[config.mk]
export PLATFORM = sky130hd
export DESIGN_NAME = spi_arbiter
export DESIGN_NICKNAME = d
export VERILOG_FILES = /design/src/rtl/spi_arbiter.sv
export SDC_FILE = /design/constraint.sdc
export NUM_CORES = 1
export LEC_CHECK = 0
export CAP_MARGIN = 30
export CORE_UTILIZATION = 42
export CTS_BUF_LIST = sky130_fd_sc_hd__clkbuf_2 sky130_fd_sc_hd__clkbuf_4 sky130_fd_sc_hd__clkbuf_8
export DETAILED_ROUTE_END_ITERATION = 10
export GPL_TIMING_DRIVEN = 0
export PLACE_DENSITY = 0.85
export SLEW_MARGIN = 20
export SYNTH_ARGS = -nofsm -noshare
export SYNTH_HDL_FRONTEND = slang
export SYNTH_SLANG_ARGS = --single-unit
export TNS_END_PERCENT = 10
[constraint.sdc]
create_clock -name clk -period 1.9 [get_ports clk]
set_input_delay 0.19 -clock clk [delete_from_list [all_inputs] [get_ports clk]]
set_output_delay 0.19 -clock clk [all_outputs]
set_load 0.02 [all_outputs]
[src/rtl/spi_arbiter.sv]
// spi_arbiter: shares one SPI master between two requesters with round-robin
// arbitration, per-device chip selects and CS_GAP setup/hold/idle spacing.
module spi_arbiter #(
    parameter int unsigned CS_GAP = 4
) (
    input  logic        clk,
    input  logic        rst,
    input  logic [1:0]  req,
    input  logic [7:0]  len0,
    input  logic [7:0]  len1,
    input  logic [15:0] tx_bytes,
    output logic [1:0]  gnt,
    output logic        tx_ack,
    output logic [7:0]  rx_byte,
    output logic        rx_valid,
    output logic [1:0]  xfer_done,
    output logic [1:0]  cs_n,
    output logic        m_start,
    output logic [7:0]  m_mosi,
    input  logic [7:0]  m_miso,
    input  logic        m_done
);

    localparam logic [3:0] GapLast = 4'(CS_GAP - 1);

    typedef enum logic [2:0] {
        StIdle,
        StSetup,
        StStart,
        StWait,
        StHold,
        StGap
    } state_e;

    state_e     state_q, state_d;
    logic [3:0] cnt_q, cnt_d;
    logic [8:0] remain_q, remain_d;
    logic [1:0] gnt_q, gnt_d;
    logic [1:0] cs_n_q, cs_n_d;
    logic       prio_q, prio_d;      // 1: requester 1 wins on contention
    logic [7:0] rx_byte_q, rx_byte_d;
    logic       rx_valid_q, rx_valid_d;
    logic [1:0] xfer_done_q, xfer_done_d;

    logic [1:0] win;
    logic [7:0] win_len;
    logic       launch;

    // Round-robin pick: on contention the requester not granted last wins.
    always_comb begin
        win = req;
        if (req == 2'b11) begin
            win = prio_q ? 2'b10 : 2'b01;
        end
        win_len = win[1] ? len1 : len0;
    end

    // Next-state logic. The last GAP cycle doubles as the arbitration cycle so
    // back-to-back transactions see exactly CS_GAP all-high cycles.
    always_comb begin
        state_d     = state_q;
        cnt_d       = cnt_q;
        remain_d    = remain_q;
        gnt_d       = gnt_q;
        cs_n_d      = cs_n_q;
        prio_d      = prio_q;
        rx_byte_d   = rx_byte_q;
        rx_valid_d  = 1'b0;
        xfer_done_d = 2'b00;
        launch      = 1'b0;

        unique case (state_q)
            StIdle: begin
                launch = (req != 2'b00);
            end
            StSetup: begin
                if (cnt_q == 4'd0) begin
                    state_d = StStart;
                end else begin
                    cnt_d = cnt_q - 4'd1;
                end
            end
            StStart: begin
                state_d = StWait;
            end
            StWait: begin
                if (m_done) begin
                    rx_byte_d  = m_miso;
                    rx_valid_d = 1'b1;
                    remain_d   = remain_q - 9'd1;
                    if (remain_q == 9'd1) begin
                        state_d = StHold;
                        cnt_d   = GapLast;
                    end else begin
                        state_d = StStart;
                    end
                end
            end
            StHold: begin
                if (cnt_q == 4'd0) begin
                    cs_n_d      = 2'b11;
                    gnt_d       = 2'b00;
                    xfer_done_d = gnt_q;
                    state_d     = StGap;
                    cnt_d       = GapLast;
                end else begin
                    cnt_d = cnt_q - 4'd1;
                end
            end
            StGap: begin
                if (cnt_q == 4'd0) begin
                    state_d = StIdle;
                    launch  = (req != 2'b00);
                end else begin
                    cnt_d = cnt_q - 4'd1;
                end
            end
            default: begin
                state_d = StIdle;
            end
        endcase

        if (launch) begin
            state_d  = StSetup;
            cnt_d    = GapLast;
            gnt_d    = win;
            cs_n_d   = ~win;
            prio_d   = win[0];
            remain_d = (win_len == 8'd0) ? 9'd256 : {1'b0, win_len};
        end
    end

    // State and output registers; reset aborts any transaction immediately.
    always_ff @(posedge clk or negedge rst) begin
        if (!rst) begin
            state_q     <= StIdle;
            cnt_q       <= 4'd0;
            remain_q    <= 9'd0;
            gnt_q       <= 2'b00;
            cs_n_q      <= 2'b11;
            prio_q      <= 1'b0;
            rx_byte_q   <= 8'h00;
            rx_valid_q  <= 1'b0;
            xfer_done_q <= 2'b00;
        end else begin
            state_q     <= state_d;
            cnt_q       <= cnt_d;
            remain_q    <= remain_d;
            gnt_q       <= gnt_d;
            cs_n_q      <= cs_n_d;
            prio_q      <= prio_d;
            rx_byte_q   <= rx_byte_d;
            rx_valid_q  <= rx_valid_d;
            xfer_done_q <= xfer_done_d;
        end
    end

    // Master-side strobes decode straight from the state so they are exactly one per START.
    always_comb begin
        m_start = (state_q == StStart);
        tx_ack  = m_start;
        m_mosi  = 8'h00;
        if (m_start) begin
            m_mosi = gnt_q[1] ? tx_bytes[15:8] : tx_bytes[7:0];
        end
    end

    assign gnt       = gnt_q;
    assign cs_n      = cs_n_q;
    assign rx_byte   = rx_byte_q;
    assign rx_valid  = rx_valid_q;
    assign xfer_done = xfer_done_q;

endmodule
==> summary.md, run 1 <==
| Metric | Value |
|---|---|
| Sequential area share after synthesis | `between 30% and 40%` |
| Top-Level Pins | `70` |
| Drt first pass iters | `5` |
| Buf+Inv Stages, Crit Path | `1` |
| Max_cap viols | `0` |
| Final min period | `approximately 1.9 ns` |
| H-tree Lvls | `2` |
| GRT overflow | `0` |
| Placer Congestion | `0.8306` |
| Worst Hold Class | `in2reg` |
| CP max-delay cell | `a311o_2` |
| Final hold viol count | `0` |
| Synthesized area | `0.002036 mm²` |
| Post-Syn Instances | `around 210` |
| Global-route wire length before repair | `slightly below 9 mm` |
| Worst-path clk slew | `approximately 0.07 ns` |
| Cell variety after synth | `between 50 and 60` |
| Die Y | `between 70 and 80 µm` |
| Layout cells sized above 1 | `between 15 and 20%` |
| Initial core utilization | `between 40 and 50%` |
| Clk buf depth | `2` |
| Initial antenna violation count | `0` |
| WS Path Type | `reg2reg` |
| Area leader, netlist | `dfrtp_1` |
| CTS tree | `yes` |
| Worst Slack Setup Final | `roughly 0.018 ns` |
| Critical path arrival | `approximately 2.1 ns` |
| Pwr dens | `about 1400 mW/mm²` |
| Clock root buffer | `clkbuf_8` |
| CP delay by family, top | `compound AO/OA/AOI/OAI gates` |
| WL per Instance | `approximately 16 µm` |
| Post-route ant nets | `0` |
| Syn_area_per_cell | `between 9 and 10 µm²` |
| Clock Latency Late Sink | `between 0.2 and 0.3 ns` |
| Leakage | `between 0.001 and 0.0015 µW` |
| Place WS | `-0.2194 ns` |
| Required @ worst endpoint | `between 2 and 2.5 ns` |
| CTS buffer count | `5` |
| Detailed Route Iter0 Violations | `104` |
| Max VDD drop | `682.1 µV` |
| # diodes | `0` |
| Worst path cell trace | `inv_2 -> ha_1 -> nor3b_2 -> a311o_2 -> and3_1 -> a211o_1` |
| Status | `finished clean` |
| Max incr delay on CP | `0.45 ns` |
| Cell Count, Final, Fillers Out | `341` |
| Sink Count | `32` |
| Top post-synthesis cells by area | `dfrtp_1 (37%), mux2i_1 (9.3%), nand2_1 (5.9%)` |
| Area share of the largest cell type after synthesis | `a little under two fifths` |
| # rows | `24` |
| Vias in the first global route | `around 2000` |
| Final layout net count | `approximately 340` |
| Unrepaired setup endpoints after global routing | `true` |
| Core box area | `around 0.0045 mm²` |
| Fraction of registers with async set/reset | `100.0%` |
| Detail Placement HPWL | `approximately 4.0 mm` |
| Worst-path fanout max | `5` |
| Syn. warnings | `0` |
| Clk_skew | `0.006222 ns` |
| Drt total wl | `around 5.3 mm` |
| Number of enable flip-flop cells after synthesis | `0` |
| # DRC | `0` |
| Most used flip-flop cell after synthesis | `dfrtp_1` |
| Pins Over Slew Limit | `0` |
| Final worst path period share | `99.06%` |
| Slew @ Worst Pin | `between 0.5 and 0.6 ns` |
| Die W | `a little over 70 µm` |
| Crit path capture type | `flop` |
| Startpoint Class | `flop` |
| Count of state elements after synthesis | `32` |
| PortBufs | `68` |
| Synthesized Nets | `260` |
| Synth-to-Final Area Change | `43.27%` |
| Placed Cells | `332` |
| DIE AREA | `0.005129 mm²` |
| Total Routing Usage GR | `between 20% and 30%` |
| Vias | `about 2000` |
| Max-slew headroom | `roughly two thirds` |
| Maximum number of pins on one net before global-route repair | `22` |
| Achievable frequency | `about 530 MHz` |
| Vias per cell | `around 5.7` |
| Final setup fails | `0` |
==> layer usage <==
layer | share of wire (%) | GRT usage (%)
met1 | 41 | 26.67
met2 | 50 | 39.52
met3 | 7.5 | 5.345
met4 | 1.5 | 9.586
met5 | 0 | 0
==> registers in the layout, indices dropped and copies added, names as in the netlist, 2 cells and up <==
| name | count |
|---|---|
| cnt_q | 4 |
| cs_n | 2 |
| gnt | 2 |
| remain_q | 9 |
| rx_byte | 8 |
| state_q | 3 |
| xfer_done | 2 |
==> area by class of cell <==
class / instances / area [µm²]
clock inverter: 2 / 35.03
clock buffer: 6 / 76.32
buffer: 11 / 81.33
inverter: 9 / 33.78
tap: 52 / 65.06
timing repair buffer: 70 / 670.6
sequential: 32 / 803.3
multi-input combinational: 159 / 1151
fill: 379 / 1588
==> cells in the mapped netlist (2+ instances only) <==
library cell   n
a211o_1        2
a21oi_1       12
and3_1         3
buf_2          2
buf_4          4
buf_6          2
clkbuf_1       3
dfrtp_1       30
dfstp_2        2
ha_1           4
inv_1          8
mux2i_1       19
nand2_1       32
nand3_1        5
nand3b_1       2
nand4_1        3
nor2_1        18
nor2b_1        2
nor3_1         5
nor3b_1        2
nor4_1         4
o211ai_2       2
o21ai_0        2
o221ai_1       3
o221ai_2       2
or2_2          2
or3_1          3
or4_1          2
xor2_1         2
==> kinds of logic after synthesis <==
group	share of synthesized area [%]
buffers and inverters	5.286
adder cells (fa/ha/maj)	2.459
AO/OA/AOI/OAI	17.21
XOR/XNOR	0.8606
AND/OR/NAND/NOR	25.38
flip-flops	39.46
multiplexers	9.342
==> repair_timing <==
item	in CTS	in global routing
resized for setup	20	18
cloned	0	0
hold buffers	1	0
endpoints found under the hold margin	10	0
setup buffers	0	0
pin swaps	0	1
setup endpoints to repair	19	21
==> report_power, final <==
group | internal, µW | switching (µW) | total, µW
clock | 403 | 257 | 660
sequential | 982 | 267 | 1250
combinational | 990 | 1190 | 2180
total | 2370 | 1710 | 4090
==> worst min-delay path, cell delays in order <==
cell and delay [ns]:
buf_4 0.15, nand2_1 0.10, a22oi_1 0.09
==> cells in the final DEF, fill, tap and decap left out, types with 2 or more instances in the layout <==
| cell | n |
|---|---|
| clkbuf_8 | 5 |
| clkbuf_2 | 9 |
| nand3_1 | 5 |
| nor2b_1 | 2 |
| inv_1 | 7 |
| buf_2 | 2 |
| o221ai_2 | 2 |
| mux2i_1 | 19 |
| nand4_1 | 3 |
| nor2_1 | 17 |
| or4_1 | 2 |
| buf_4 | 6 |
| or3_1 | 3 |
| nand3b_1 | 2 |
| xor2_1 | 2 |
| or2_2 | 2 |
| dfstp_2 | 2 |
| and3_1 | 3 |
| nand2_1 | 31 |
| dfrtp_1 | 30 |
| o21ai_0 | 2 |
| a211o_1 | 2 |
| clkbuf_1 | 2 |
| ha_1 | 4 |
| nor4_1 | 4 |
| o211ai_2 | 2 |
| clkdlybuf4s50_1 | 57 |
| nor3_1 | 5 |
| o221ai_1 | 3 |
| nor3b_2 | 2 |
| a21oi_1 | 11 |
| inv_2 | 2 |
==> worst paths after layout <==
path / slack, ns / start / cells after the start / endpoint
min: 0.25 / req[1] / 3 / cs_n[0]$_DFFE_PN1P_
min reg2reg: 0.49 / rx_byte[7]$_DFFE_PN0P_ / 2 / rx_byte[7]$_DFFE_PN0P_
max: 0.02 / cnt_q[0]$_DFFE_PN0P_ / 6 / cnt_q[3]$_DFFE_PN0P_
max reg2reg: 0.02 / cnt_q[0]$_DFFE_PN0P_ / 6 / cnt_q[3]$_DFFE_PN0P_
max in group asynchronous: 1.07 / rst / 3 / cs_n[1]$_DFFE_PN1P_
min in group asynchronous: 0.34 / rst / 2 / xfer_done[1]$_DFF_PN0_
==> per-stage QoR <==
stage / TNS (ns) / utilization (%) / power, µW / hold WS (ns) / instance area [µm²]
finish: 0 / 64.75 / 4087 / 0.2511 / 2917
global route: -0.3862 / 64.75 / 4360 / 0.3032 / 2917
CTS: -0.001236 / 65.19 / 4089 / 0.2415 / 2937
detailed placement: -1.886 / 62.25 / 3427 / 0.1126 / 2804
global placement: -2.152 / 61.75 / 3347 / 0.4581 / 2781
floorplan: 0 / - / 2629 / -0.1056 / 2036
Note: power is estimated with default switching activity, not from simulation.
==> run 2: changes to the inputs <==
CORE_MARGIN = 2   (was unset)
==> summary.md, run 2 (synthesis results as in run 1) <==
| Metric | Value |
|---|---|
| Worst-path fanout max | `10` |
| Drt total wl | `between 5 and 6 mm` |
| Worst-path clk slew | `approximately 0.07 ns` |
| Max_cap viols | `0` |
| Maximum number of pins on one net before global-route repair | `19` |
| Clock Latency Late Sink | `approximately 0.29 ns` |
| Reg with most FFs | `remain_q` |
| Layout Utilization | `62.43%` |
| Clk buf depth | `2` |
| Fill count | `380` |
| Global-route wire length before repair | `roughly 8.5 mm` |
| Comb pwr share | `approximately 55%` |
| Required @ worst endpoint | `roughly 1.7 ns` |
| Synth-to-Final Area Change | `43.88%` |
| Most common cell after layout, fill and taps aside | `clkdlybuf4s50_1` |
| Final hold viol count | `0` |
| WL per Instance | `roughly 15 µm` |
| Die Y | `about 74 µm` |
| Core box area | `roughly 0.0047 mm²` |
| Sw power | `between 1500 and 2000 µW` |
| Sink Count | `32` |
| Post-CTS Setup Bufs | `0` |
| Place WS | `-0.1867 ns` |
| WS Path Type | `reg2out` |
| Max-slew headroom | `around 64%` |
| Layout cells sized above 1 | `19.72%` |
| Final setup fails | `0` |
| Critical path arrival | `approximately 1.7 ns` |
| # rows | `25` |
| Clock root buffer | `clkbuf_8` |
| Clk pwr share | `approximately 14%` |
| # DRC | `0` |
| Vias in the first global route | `around 1900` |
| CTS buffer count | `5` |
| Final layout net count | `between 300 and 400` |
| Final worst path period share | `between 90% and 100%` |
| PortBufs | `between 60 and 70` |
| CTS tree | `yes` |
| Worst Slack Setup Final | `roughly 0.042 ns` |
| Max VDD drop | `648.6 µV` |
| Crit path capture type | `output pin` |
| Detail Placement HPWL | `3.979 mm` |
| Initial antenna violation count | `0` |
| Internal Pwr Total | `about 2300 µW` |
| GRT overflow | `0` |
| Status | `finished clean` |
| Final min period | `between 1.5 and 2 ns` |
| Startpoint Class | `flop` |
| Worst Hold Class | `in2reg` |
| Clk_skew | `a little over 0.01 ns` |
| # diodes | `0` |
| Pins Over Slew Limit | `0` |
| Achievable frequency | `around 540 MHz` |
| Drt first pass iters | `4` |
| Leakage | `between 0.001 and 0.0015 µW` |
| Post-route ant nets | `0` |
| Die W | `approximately 74 µm` |
| Initial core utilization | `a little over two fifths` |
| Vias per cell | `roughly 5.7` |
| Hold_ws | `between 0.2 and 0.3 ns` |
| Share of power burned in registers | `a little under a third` |
| Max reg flops | `9` |
| Commonest cells after routing, fill and taps aside | `clkdlybuf4s50_1 (57), nand2_1 (31), dfrtp_1 (30), mux2i_1 (19), nor2_1 (17)` |
| DIE AREA | `0.005420 mm²` |
| Total Routing Usage GR | `20.59%` |
| Unrepaired setup endpoints after global routing | `true` |
| Vias | `slightly below 2000` |
| Slew @ Worst Pin | `between 0.5 and 0.6 ns` |
| Placer Congestion | `0.8723` |
| Sw frac | `between 40% and 50%` |
| Pwr dens | `around 1400 mW/mm²` |
| Detailed Route Iter0 Violations | `78` |
| H-tree Lvls | `2` |
| Top-Level Pins | `70` |
-- run 2: routing by layer --
layer  global-route usage (%)  wire length [µm]
met1                    24.22              2073
met5                        0                 0
met3                    5.487               370
met2                    35.42              2693
met4                    8.283                77
-- run 2: cell type report --
type,count,area [µm²],area share [%]
Buffer,11,81.33,2.777
Timing Repair Buffer,70,676.9,23.11
Tap cell,54,67.56,2.307
Inverter,9,33.78,1.153
Sequential cell,32,803.3,27.42
Multi-Input combinational cell,159,1169,39.90
Clock buffer,7,90.09,3.076
Clock inverter,1,7.507,0.2563
-- run 2: power groups by stage --
stage	Clock [µW]	Combinational, µW	Sequential [µW]
after floorplan	0	1280	1350
final	564	2160	1240
after CTS	575	2170	1230
after detailed placement	0	2170	1230
after global routing	604	2360	1280
after global placement	0	2120	1220
-- run 2: worst paths after layout --
check / to / from / depth (start not counted) / slack (ns)
worst min-delay path: cs_n[0]$_DFFE_PN1P_ / req[1] / 3 / 0.26
min in group asynchronous: xfer_done[1]$_DFF_PN0_ / rst / 2 / 0.36
max in group asynchronous: cs_n[1]$_DFFE_PN1P_ / rst / 3 / 1.03
worst max-delay path: m_mosi[7] / state_q[1]$_DFFE_PN0P_ / 5 / 0.04
worst max register to register: cnt_q[3]$_DFFE_PN0P_ / cnt_q[0]$_DFFE_PN0P_ / 6 / 0.05
worst min register to register: rx_byte[6]$_DFFE_PN0P_ / rx_byte[6]$_DFFE_PN0P_ / 2 / 0.48
-- run 2: timing repair --
action                     4_1_cts  5_1_grt
hold endpoints to repair        13        0
pin swaps                        0        3
resized for setup               22       18
hold buffers                     1        0
setup endpoints to repair       19       23
-- run 2: per-stage QoR --
stage	setup TNS [ns]	power [µW]	area, µm²	std cells
finish	0	3969	2929	343
global route	-0.3190	4247	2929	343
CTS	0	3977	2928	343
detailed placement	-1.895	3406	2806	334
global placement	-2.650	3346	2784	333
floorplan	0	2629	2036	211
-- run 2: critical path: stages, from the launching register on --
cell,delay [ns]
dfrtp_1,0.39
buf_4,0.20
buf_4,0.20
nand2_2,0.15
nor2_1,0.14
clkdlybuf4s15_1,0.31
==> run 3: changes to the inputs <==
ABC_AREA = 1   (was unset)
CAP_MARGIN = unset   (was 30)
==> summary.md, run 3 <==
| Metric | Value |
|---|---|
| Status | `finished clean` |
| Final worst path period share | `between 90% and 100%` |
| Count of state elements after synthesis | `32` |
| Post-Syn Instances | `282` |
| DIE AREA | `0.005338 mm²` |
| Clk_skew | `between 0.003 and 0.004 ns` |
| Unrepaired setup endpoints after global routing | `false` |
| Initial core utilization | `between 40% and 50%` |
| Required @ worst endpoint | `1.71 ns` |
| Sw frac | `~44%` |
| H-tree Lvls | `2` |
| Number of enable flip-flop cells after synthesis | `0` |
| Vias per cell | `4.949` |
| # diodes | `0` |
| PortBufs | `about 70` |
| Pins Over Slew Limit | `0` |
| Compound-Gate Fraction of Synth Area | `just under 10%` |
| Die W | `about 73 µm` |
| Vias in the first global route | `between 2000 and 2500` |
| Area share of the largest cell type after synthesis | `37.48%` |
| Maximum number of pins on one net before global-route repair | `21` |
| Sw power | `1931 µW` |
| Cell Count, Final, Fillers Out | `between 400 and 500` |
| Cell with the most instances after synthesis | `nand2_1` |
| Comb pwr share | `a little over half` |
| WL per Instance | `between 10 and 15 µm` |
| Final hold viol count | `0` |
| Share of power burned in registers | `28.9%` |
| Final layout net count | `approximately 400` |
| Most used flip-flop cell after synthesis | `dfrtp_1` |
| Fraction of registers with async set/reset | `between 90% and 100%` |
| Drt total wl | `5.175 mm` |
| Max_cap viols | `0` |
| Top post-synthesis cells by area | `dfrtp_1 (37%), nand2_1 (19%), inv_1 (6.4%)` |
| Top post-synthesis cells by count | `nand2_1 (100), inv_1 (34), dfrtp_1 (30)` |
| Reg with most FFs | `remain_q` |
| Internal Pwr Total | `2438 µW` |
| Worst-path clk slew | `approximately 0.070 ns` |
| Die Y | `around 73 µm` |
| Clk pwr share | `between 15 and 20%` |
| CTS buffer count | `5` |
| Initial antenna violation count | `0` |
| Fraction of the mapped netlist area in adder cells | `under 10%` |
| Placer Congestion | `approximately 0.92` |
| CP max-delay cell | `dfrtp_1` |
| Cell variety after synth | `30` |
| Critical path arrival | `roughly 1.6 ns` |
| Area leader, netlist | `dfrtp_1` |
| Max reg flops | `9` |
| Syn. warnings | `0` |
| Max-slew headroom | `between 60% and 70%` |
| Fraction of synthesized cell area in xor and xnor cells | `around 3.1%` |
| Layout cells sized above 1 | `under 10%` |
| # rows | `25` |
| Synth Area in Simple Gates | `around a third` |
| Syn_area_per_cell | `between 7 and 8 µm²` |
| GRT overflow | `0` |
| # DRC | `0` |
| Synthesized area | `0.002003 mm²` |
| Final min period | `1.747 ns` |
| Top-Level Pins | `70` |
| Achievable frequency | `between 500 and 600 MHz` |
| Synthesized Nets | `around 330` |
| Detail Placement HPWL | `slightly above 4 mm` |
| Sequential area share after synthesis | `approximately 40%` |
| Max VDD drop | `667.8 µV` |
| Pwr Total | `between 4000 and 5000 µW` |
| Vias | `~2000` |
| Worst Hold Class | `in2reg` |
| Most common cell after layout, fill and taps aside | `nand2_1` |
| Post-route ant nets | `0` |
| Drt first pass iters | `4` |
| Layout Utilization | `a little over 60%` |
| Leakage | `around 0.0015 µW` |
| Pwr dens | `between 1500 and 2000 mW/mm²` |
| Slew @ Worst Pin | `around 0.50 ns` |
| Synth-to-Final Area Change | `44.97%` |
| Final setup fails | `0` |
| Startpoint Class | `flop` |
| Largest family of logic cells by synthesized area | `simple AND/OR/NAND/NOR gates` |
| Crit path capture type | `output pin` |
| Max incr delay on CP | `0.55 ns` |
| Clock Latency Late Sink | `around 0.29 ns` |
| Clock root buffer | `clkbuf_8` |
| WS Path Type | `reg2out` |
| CTS tree | `yes` |
| Total Routing Usage GR | `around a fifth` |
| Multiplexer share of the synthesized area | `0%` |
| Clk buf depth | `2` |
| Placed Cells | `~410` |
| Sink Count | `32` |
| Worst-path fanout max | `10` |
| Worst path cell trace | `clkinv_2 -> nand2_1 -> a21oi_1 -> dlygate4sd2_1` |
| Global-route wire length before repair | `around 8.5 mm` |
| Detailed Route Iter0 Violations | `140` |
| Core box area | `around 0.0047 mm²` |
| Commonest cells after routing, fill and taps aside | `nand2_1 (100), clkdlybuf4s50_1 (57), inv_1 (34), dfrtp_1 (30), nor2_1 (22)` |
-- run 3: cell types whose count changed after synthesis, sizes merged, moves of 5 or more --
cell | before | now
nand2 | 32 | 101
nand3 | 5 | 17
o21ai | 3 | 10
inv | 9 | 38
o211ai | 2 | 7
nand3b | 2 | 7
mux2i | 19 | 0
nor2 | 18 | 26
nor4 | 5 | 0
-- run 3: kinds of logic (layout without fill, tap and decap cells) --
| kind of cell | count (synthesis) | in the layout |
|---|---|---|
| AO/OA/AOI/OAI | 33 | 33 |
| XOR/XNOR | 7 | 7 |
| adder cells (fa/ha/maj) | 4 | 4 |
| buffers and inverters | 47 | 123 |
| flip-flops | 32 | 32 |
| AND/OR/NAND/NOR | 159 | 159 |
-- run 3: routing by layer --
layer	track usage (%)	up-vias	wire length, µm
li1	-	1035	-
met1	25.77	942	2301
met2	34.03	58	2588
met3	4.834	4	245
met5	0	-	0
met4	6.996	0	39
-- run 3: final timing paths --
path                                         from                 endpoint  slack, ns  cells past startpoint
min                                        req[1]  remain_q[6]$_DFFE_PN0P_       0.31                      4
max                            gnt[1]$_DFFE_PN0P_                m_mosi[5]       0.15                      4
max reg2reg                state_q[1]$_DFFE_PN0P_  remain_q[2]$_DFFE_PN0P_       0.28                      5
min in group asynchronous                     rst  remain_q[4]$_DFFE_PN0P_       0.34                      2
max in group asynchronous                     rst      cs_n[1]$_DFFE_PN1P_       1.05                      3
min reg2reg                   cs_n[0]$_DFFE_PN1P_      cs_n[0]$_DFFE_PN1P_       0.48                      2
-- run 3: stage by stage --
step | setup TNS (ns) | worst slack (ns) | cell area (µm²) | hold slack, ns
finish | 0 | 0.1532 | 2904 | 0.3071
global route | 0 | 0.07213 | 2904 | 0.3427
CTS | 0 | 0.1508 | 2904 | 0.3105
detailed placement | -0.6234 | -0.08385 | 2774 | 0.1322
global placement | -0.6760 | -0.02293 | 2751 | 0.4575
floorplan | 0 | 0.5074 | 2003 | -0.1056
-- run 3: power by group through the flow --
| stage | registers (µW) | clock network [µW] | logic (µW) |
|---|---|---|---|
| global route | 1290 | 763 | 2670 |
| finish | 1260 | 727 | 2380 |
| CTS | 1260 | 730 | 2390 |
| detailed placement | 1230 | 0 | 2440 |
| floorplan | 1350 | 0 | 1500 |
| global placement | 1230 | 0 | 2330 |
-- run 3: critical path: cells and delay by family (launching register included) --
family,cells,cell delay [ns]
buffers and inverters,2,0.55
AND/OR/NAND/NOR,1,0.12
flip-flops,1,0.55
AO/OA/AOI/OAI,1,0.06
-- run 3: cell type report --
| type | instances | area (µm²) |
|---|---|---|
| buffer | 6 | 46.29 |
| clock buffer | 7 | 96.34 |
| clock inverter | 1 | 30.03 |
| fill | 408 | 1757 |
| inverter | 39 | 147.6 |
| multi-input combinational | 203 | 1012 |
| sequential | 32 | 803.3 |
| tap | 54 | 67.56 |
| timing repair buffer | 70 | 700.7 |
-- run 3: what timing repair did --
action                                  4_1_cts  5_1_grt
endpoints found under the hold margin        12        0
hold buffers                                  1        0
resized for setup                            13        0
setup buffers                                 0        0
endpoints found under the setup margin       10        0
